## src/rtl/raw10_unpacker_if.sv

```systemverilog
// Payload-in / pixels-out bundle between the MIPI packet receiver, the RAW10
// unpacker and the frame-buffer arbiter.
interface raw10_unpacker_if;
   logic [3:0][7:0] image_data;
   logic [5:0]      image_data_type;
   logic            image_data_enable;
   logic            frame_start;
   logic [3:0][9:0] pixel;
   logic            pixel_enable;
   logic            line_done;
   logic [15:0]     line_pixel_count;
   logic            align_err;

   modport master (
      output image_data, image_data_type, image_data_enable, frame_start,
      input  pixel, pixel_enable, line_done, line_pixel_count, align_err
   );

   modport slave (
      input  image_data, image_data_type, image_data_enable, frame_start,
      output pixel, pixel_enable, line_done, line_pixel_count, align_err
   );
endinterface

```

## src/rtl/raw10_unpacker.sv

```systemverilog
// CSI-2 RAW10 unpacker: 4-byte payload beats through a 5-byte gearbox into
// groups of four 10-bit pixels, with per-line pixel count and alignment error.
module raw10_unpacker #(
   parameter logic [5:0] DATA_TYPE = 6'h2B
) (
   input logic            mipi_clk,
   input logic            reset_n,
   raw10_unpacker_if.slave bus
);

   logic [63:0]     buf_q;
   logic [2:0]      res_q;
   logic            in_packet_q;
   logic            accept_q;
   logic [15:0]     count_q;
   logic [3:0][9:0] pixel_q;
   logic            pixel_enable_q;
   logic            line_done_q;
   logic [15:0]     line_pixel_count_q;
   logic            align_err_q;

   logic            firstBeat;
   logic            acceptNow;
   logic            beatTaken;
   logic            packetEnd;
   logic [3:0]      total;
   logic            emit;
   logic [63:0]     merged_d;
   logic [39:0]     group;

   // Byte 0 of the buffer sits in the low bits; bytes above the residue are
   // masked so the new beat lands directly after the held bytes.
   always_comb begin
      firstBeat = bus.image_data_enable && !in_packet_q;
      acceptNow = firstBeat ? (bus.image_data_type == DATA_TYPE) : accept_q;
      beatTaken = bus.image_data_enable && acceptNow;
      packetEnd = !bus.image_data_enable && in_packet_q;
      total     = {1'b0, res_q} + 4'd4;
      emit      = beatTaken && (total >= 4'd5);
      merged_d  = (buf_q & ~(64'hFFFF_FFFF_FFFF_FFFF << {res_q, 3'b000}))
                | ({32'h0, bus.image_data} << {res_q, 3'b000});
      group     = merged_d[39:0];
   end

   always_ff @(posedge mipi_clk or negedge reset_n) begin
      if (!reset_n) begin
         buf_q              <= '0;
         res_q              <= '0;
         in_packet_q        <= 1'b0;
         accept_q           <= 1'b0;
         count_q            <= '0;
         pixel_q            <= '0;
         pixel_enable_q     <= 1'b0;
         line_done_q        <= 1'b0;
         line_pixel_count_q <= '0;
         align_err_q        <= 1'b0;
      end else begin
         pixel_enable_q <= emit;
         line_done_q    <= packetEnd && accept_q;

         if (firstBeat) begin
            in_packet_q <= 1'b1;
            accept_q    <= acceptNow;
         end else if (packetEnd) begin
            in_packet_q <= 1'b0;
         end

         if (beatTaken) begin
            if (emit) begin
               buf_q   <= merged_d >> 40;
               res_q   <= 3'(total - 4'd5);
               count_q <= count_q + 16'd4;
               for (int n = 0; n < 4; n++) begin
                  pixel_q[n] <= {group[8*n +: 8], group[32 + 2*n +: 2]};
               end
            end else begin
               buf_q <= merged_d;
               res_q <= total[2:0];
            end
         end

         // Leftover residue bytes of a finished packet are dropped.
         if (packetEnd) begin
            buf_q <= '0;
            res_q <= '0;
            if (accept_q) begin
               line_pixel_count_q <= count_q;
               count_q            <= '0;
            end
         end

         if (packetEnd && accept_q && (res_q != 3'd0)) begin
            align_err_q <= 1'b1;
         end else if (bus.frame_start) begin
            align_err_q <= 1'b0;
         end
      end
   end

   assign bus.pixel            = pixel_q;
   assign bus.pixel_enable     = pixel_enable_q;
   assign bus.line_done        = line_done_q;
   assign bus.line_pixel_count = line_pixel_count_q;
   assign bus.align_err        = align_err_q;

endmodule

```

## src/flat_wrapper.sv

```systemverilog
// flat-port wrapper written by rule: the top's interface ports become plain ports
module raw10_unpacker_flat 
#(
   parameter logic [5:0] DATA_TYPE = 6'h2B
)
  (mipi_clk, reset_n, bus_image_data, bus_image_data_type, bus_image_data_enable, bus_frame_start, bus_pixel, bus_pixel_enable, bus_line_done, bus_line_pixel_count, bus_align_err);
  raw10_unpacker_if bus_i ();
  input logic mipi_clk;
  input logic reset_n;
  input wire logic [$bits(bus_i.image_data)-1:0] bus_image_data;
  input wire logic [$bits(bus_i.image_data_type)-1:0] bus_image_data_type;
  input wire logic [$bits(bus_i.image_data_enable)-1:0] bus_image_data_enable;
  input wire logic [$bits(bus_i.frame_start)-1:0] bus_frame_start;
  output wire logic [$bits(bus_i.pixel)-1:0] bus_pixel;
  output wire logic [$bits(bus_i.pixel_enable)-1:0] bus_pixel_enable;
  output wire logic [$bits(bus_i.line_done)-1:0] bus_line_done;
  output wire logic [$bits(bus_i.line_pixel_count)-1:0] bus_line_pixel_count;
  output wire logic [$bits(bus_i.align_err)-1:0] bus_align_err;
  assign bus_i.image_data = bus_image_data;
  assign bus_i.image_data_type = bus_image_data_type;
  assign bus_i.image_data_enable = bus_image_data_enable;
  assign bus_i.frame_start = bus_frame_start;
  assign bus_pixel = bus_i.pixel;
  assign bus_pixel_enable = bus_i.pixel_enable;
  assign bus_line_done = bus_i.line_done;
  assign bus_line_pixel_count = bus_i.line_pixel_count;
  assign bus_align_err = bus_i.align_err;
  raw10_unpacker #(.DATA_TYPE(DATA_TYPE)) u_core (.mipi_clk(mipi_clk), .reset_n(reset_n), .bus(bus_i));
endmodule
```

## config.mk

```make
export PLATFORM = sky130hd
export DESIGN_NAME = raw10_unpacker_flat
export DESIGN_NICKNAME = d
export VERILOG_FILES = /design/src/rtl/raw10_unpacker_if.sv /design/src/rtl/raw10_unpacker.sv /design/src/flat_wrapper.sv
export SDC_FILE = /design/constraint.sdc
export NUM_CORES = 1
export LEC_CHECK = 0
export ABC_AREA = 1
export ABC_CLOCK_PERIOD_IN_PS = 6000
export CAP_MARGIN = 15
export CORE_UTILIZATION = 59
export DETAILED_ROUTE_END_ITERATION = 7
export MAX_ROUTING_LAYER = met4
export PLACE_DENSITY = 0.85
export SLEW_MARGIN = 20
export SYNTH_ARGS = -nofsm -noshare
export SYNTH_HDL_FRONTEND = slang
export SYNTH_SLANG_ARGS = --single-unit
```

## constraint.sdc

```tcl
create_clock -name mipi_clk -period 6 [get_ports mipi_clk]
set_input_delay 1.2 -clock mipi_clk [delete_from_list [all_inputs] [get_ports mipi_clk]]
set_output_delay 1.2 -clock mipi_clk [all_outputs]
set_load 0.01 [all_outputs]
```

==> impl_results.md <==
- Number of warning messages in the yosys log: 0
- Switching Share: 0.287
- Buffer depth of the longest clock path: 2
- Hold Fails Final Rpt: 0
- Antenna violation net count after detailed routing: 0
- Total design power: 0.00270 W
- Post-route clock skew: 8.33 ps
- Sinks on the clock net: 132
- I/O pins: 101
- Worst min path class: flip-flop to flip-flop
- Register-to-register setup slack: 2110 ps
- Filler cell count: 874
- Detail-routed net length per standard cell: 16.3 µm
- Detailed-route vias per instance: 5.83
- Iteration-0 DRC count of the detailed router: 886
- Vias in the first global route: 6386
- Core region area: 0.0116 mm²
- Critical path's most frequent cell: sky130_fd_sc_hd__ha_1
- Number of nets in the layout: 1110
- Global-route wire length before repair: 32100 µm
- Largest net degree at the start of global routing: 80
- Remaining DRCs: 6
- Clock slew at reported path FFs: 60 ps
- Number of standard-cell rows in the floorplan: 39
- Vertical die dimension: 112 µm
- Number of antenna violations at the first check in global routing: 0
- CTS root buf: sky130_fd_sc_hd__clkbuf_16
- Part of the power in combinational logic: 0.182
- Area Overhead vs Synth: 22.8%
- Met1 track demand over resource: 0.472
- All-layer global routing usage: 0.343
- Static leakage: 4.44 nW
- Most common cell after layout, fill and taps aside: sky130_fd_sc_hd__nand2_1
- Register share of total power: 0.374
- RSZ-0062 raised after global routing: no
- Arrival time worst endpoint: 4190 ps
- Worst max-slew margin expressed relative to the limit: 0.359
- Violations in the final reports: design-rule violations
- Required time of the critical path: 6300 ps
- CP max FO: 33
- Time the worst path needs with I/O delays and setup: 3890 ps
- Worst Setup Start Kind: flip-flop
- Run status: complete, but fails checks
- Achievable Freq: 0.257 GHz
- Clock buffers created by TritonCTS: 17
- TritonCTS clock tree: done
- Commonest cells after routing, fill and taps aside: sky130_fd_sc_hd__nand2_1, sky130_fd_sc_hd__dfrtp_1, sky130_fd_sc_hd__clkdlybuf4s50_1, sky130_fd_sc_hd__o21ai_0, sky130_fd_sc_hd__nand3_1
- Number of max-capacitance violations reported: 0
- WS Path Type: flip-flop to flip-flop
- Net switching power of the design: 0.000776 W
- Horizontal die dimension: 112 µm
- Worst setup path start: u_core.res_q[1]$_DFFE_PN0P_
- Register area share after synthesis: 0.466
- Layout cells sized above 1: 0.0513
- Post-Syn Instances: 991
- Cells along the critical path: inv_1, ha_1, ha_1, nand2_2, inv_2, nor2_4, nand2_1, o21ai_0, nor2_1
- Setup repair bufs after CTS: 0
- Launch instance of the worst register-to-register path: u_core.res_q[1]$_DFFE_PN0P_
- #FFs+latches synth: 132
- Total iterations of the first detailed-routing run: 8
- Final wirelength: 19800 µm
- Capture point of the worst path: u_core.count_q[15]$_DFF_PN0_
- Crit path setup slack, layout: 2110 ps
- Pre-CTS setup slack: 2180 ps
- Slew at the pin closest to its max-slew limit: 962 ps
- Maximum level of the CTS H-tree: 4
- Final-report setup violation count: 0
- Worst hold path depth: 2
- Placer Congestion: 0.974
- Post-synthesis instance area: 0.00709 mm²
- Total number of vias: 7078
- CP max stage cell: sky130_fd_sc_hd__dfrtp_1
- Reg2Reg Capture Point: u_core.count_q[15]$_DFF_PN0_
- Pins Over Slew Limit: 0
- Hold Buf Count CTS: 0
- Final core occ: 0.753
- Clock Latency Late Sink: 420 ps
- Power Density: 310 mW/mm²
- Die outline area: 0.0125 mm²
- Grt total ovfl: 0
- Top Usage Layer GRT: met2
- Met3 capacity usage during global routing: 0.0735
- CP max stage delay: 830 ps
- Met2 capacity usage during global routing: 0.496
- # diodes: 0
- Synth cell types: 32
- Clock power share: 0.444
- Starting density of the core: 0.613
- Worst r2r path cells: 9
- Post-CTS resize count: 0
- Final clock period utilization by the worst path: 0.649
- Detailed placer's ending HPWL: 13000 µm
- Cell-internal power: 0.00193 W
- Endpoint kind of the worst setup timing path: flip-flop
- Count of port buffers added during placement: 98
- IR drop worst, VDD: 0.210 mV
- Post-synthesis average cell area: 7.16 µm²
- Accumulated negative setup slack: 0 ps
[cell families (layout without fill, tap and decap cells)]
kind of cell,count (synthesis),count (layout),synth area share
and+or+nand+nor,605,605,0.349
AOI/OAI and AO/OA,136,136,0.100
DFF,132,132,0.466
buffers and inverters,106,186,0.0667
adders and majority gates,9,9,0.0159
xor gates and xnor gates,2,2,0.00247
other,1,2,0.000529
[power by group through the flow]
stage,clock network [W],logic (W),registers (W)
after floorplan,0,0.000281,0.00102
after global placement,0,0.000467,0.00102
after detailed placement,0,0.000478,0.00102
after CTS,0.00120,0.000484,0.00101
after global routing,0.00124,0.000544,0.00102
final,0.00120,0.000493,0.00101
[synth_stat cells, drive strengths merged]
cell type	instances	area, µm²
inv	49	184
a21oi	18	101
or2	1	6.26
nand2	415	1590
clkbuf	16	61.3
xor2	2	17.5
ha	9	113
o21ai	111	556
conb	1	3.75
clkinv	1	5.00
dfrtp	132	3300
nand4	9	56.3
nor3	4	20.0
a211oi	1	7.51
nand3	93	465
o22ai	1	6.26
nor2	83	338
buf	40	223
o2111ai	2	17.5
a22oi	3	22.5
[worst max-delay path: cells and delay by family, from the launching register on]
family / cells / cell delay (ps)
adders and majority gates: 2 / 620
AOI/OAI and AO/OA: 1 / 140
and+or+nand+nor: 4 / 1130
buffers and inverters: 2 / 1020
DFF: 1 / 830
[final cells by class]
type                    instances  area (µm²)  share of cell area
clock buffers                  20         457              0.0524
clock inverters                12         224              0.0257
inverters                      50         189              0.0217
multi-input cells             754        3330               0.383
flip-flops and latches        132        3300               0.379
well taps                     143         179              0.0205
repair buffers                104        1020               0.118
[routing by layer]
layer	share of wire	wire length, µm
met5	0	0
met4	0.034	678
met3	0.10	2000
met2	0.44	8760
met1	0.42	8390
[how the worst min path moves through the flow]
stage / slack (ps) / endpoint / start
finish: 480 / u_core.buf_q[10]$_DFFE_PN0P_ / u_core.buf_q[10]$_DFFE_PN0P_
global placement: 460 / u_core.bus.pixel[23]$_DFFE_PN0P_ / u_core.bus.pixel[23]$_DFFE_PN0P_
CTS: 480 / u_core.buf_q[15]$_DFFE_PN0P_ / u_core.buf_q[15]$_DFFE_PN0P_
detailed placement: 460 / u_core.buf_q[15]$_DFFE_PN0P_ / u_core.buf_q[15]$_DFFE_PN0P_
floorplan: 440 / u_core.buf_q[10]$_DFFE_PN0P_ / u_core.buf_q[10]$_DFFE_PN0P_
global route: 490 / u_core.bus.pixel[16]$_DFFE_PN0P_ / u_core.bus.pixel[16]$_DFFE_PN0P_
[sequential cells by signal, indices dropped and copies added, names as in the netlist]
| name | flops |
|---|---|
| u_core.accept_q | 1 |
| u_core.buf_q | 56 |
| u_core.bus.align_err | 1 |
| u_core.bus.line_done | 1 |
| u_core.bus.line_pixel_count | 14 |
| u_core.bus.pixel | 40 |
| u_core.bus.pixel_enable | 1 |
| u_core.count_q | 14 |
| u_core.in_packet_q | 1 |
| u_core.res_q | 3 |
[per-stage QoR]
step	hold WS, ps	cells	cell area (µm²)
after floorplan	444	992	7100
after global placement	456	1183	8030
after detailed placement	460	1183	8030
after CTS	475	1215	8710
after global routing	492	1215	8710
final	478	1215	8710
No activity file was read; power rests on OpenSTA's default activity.
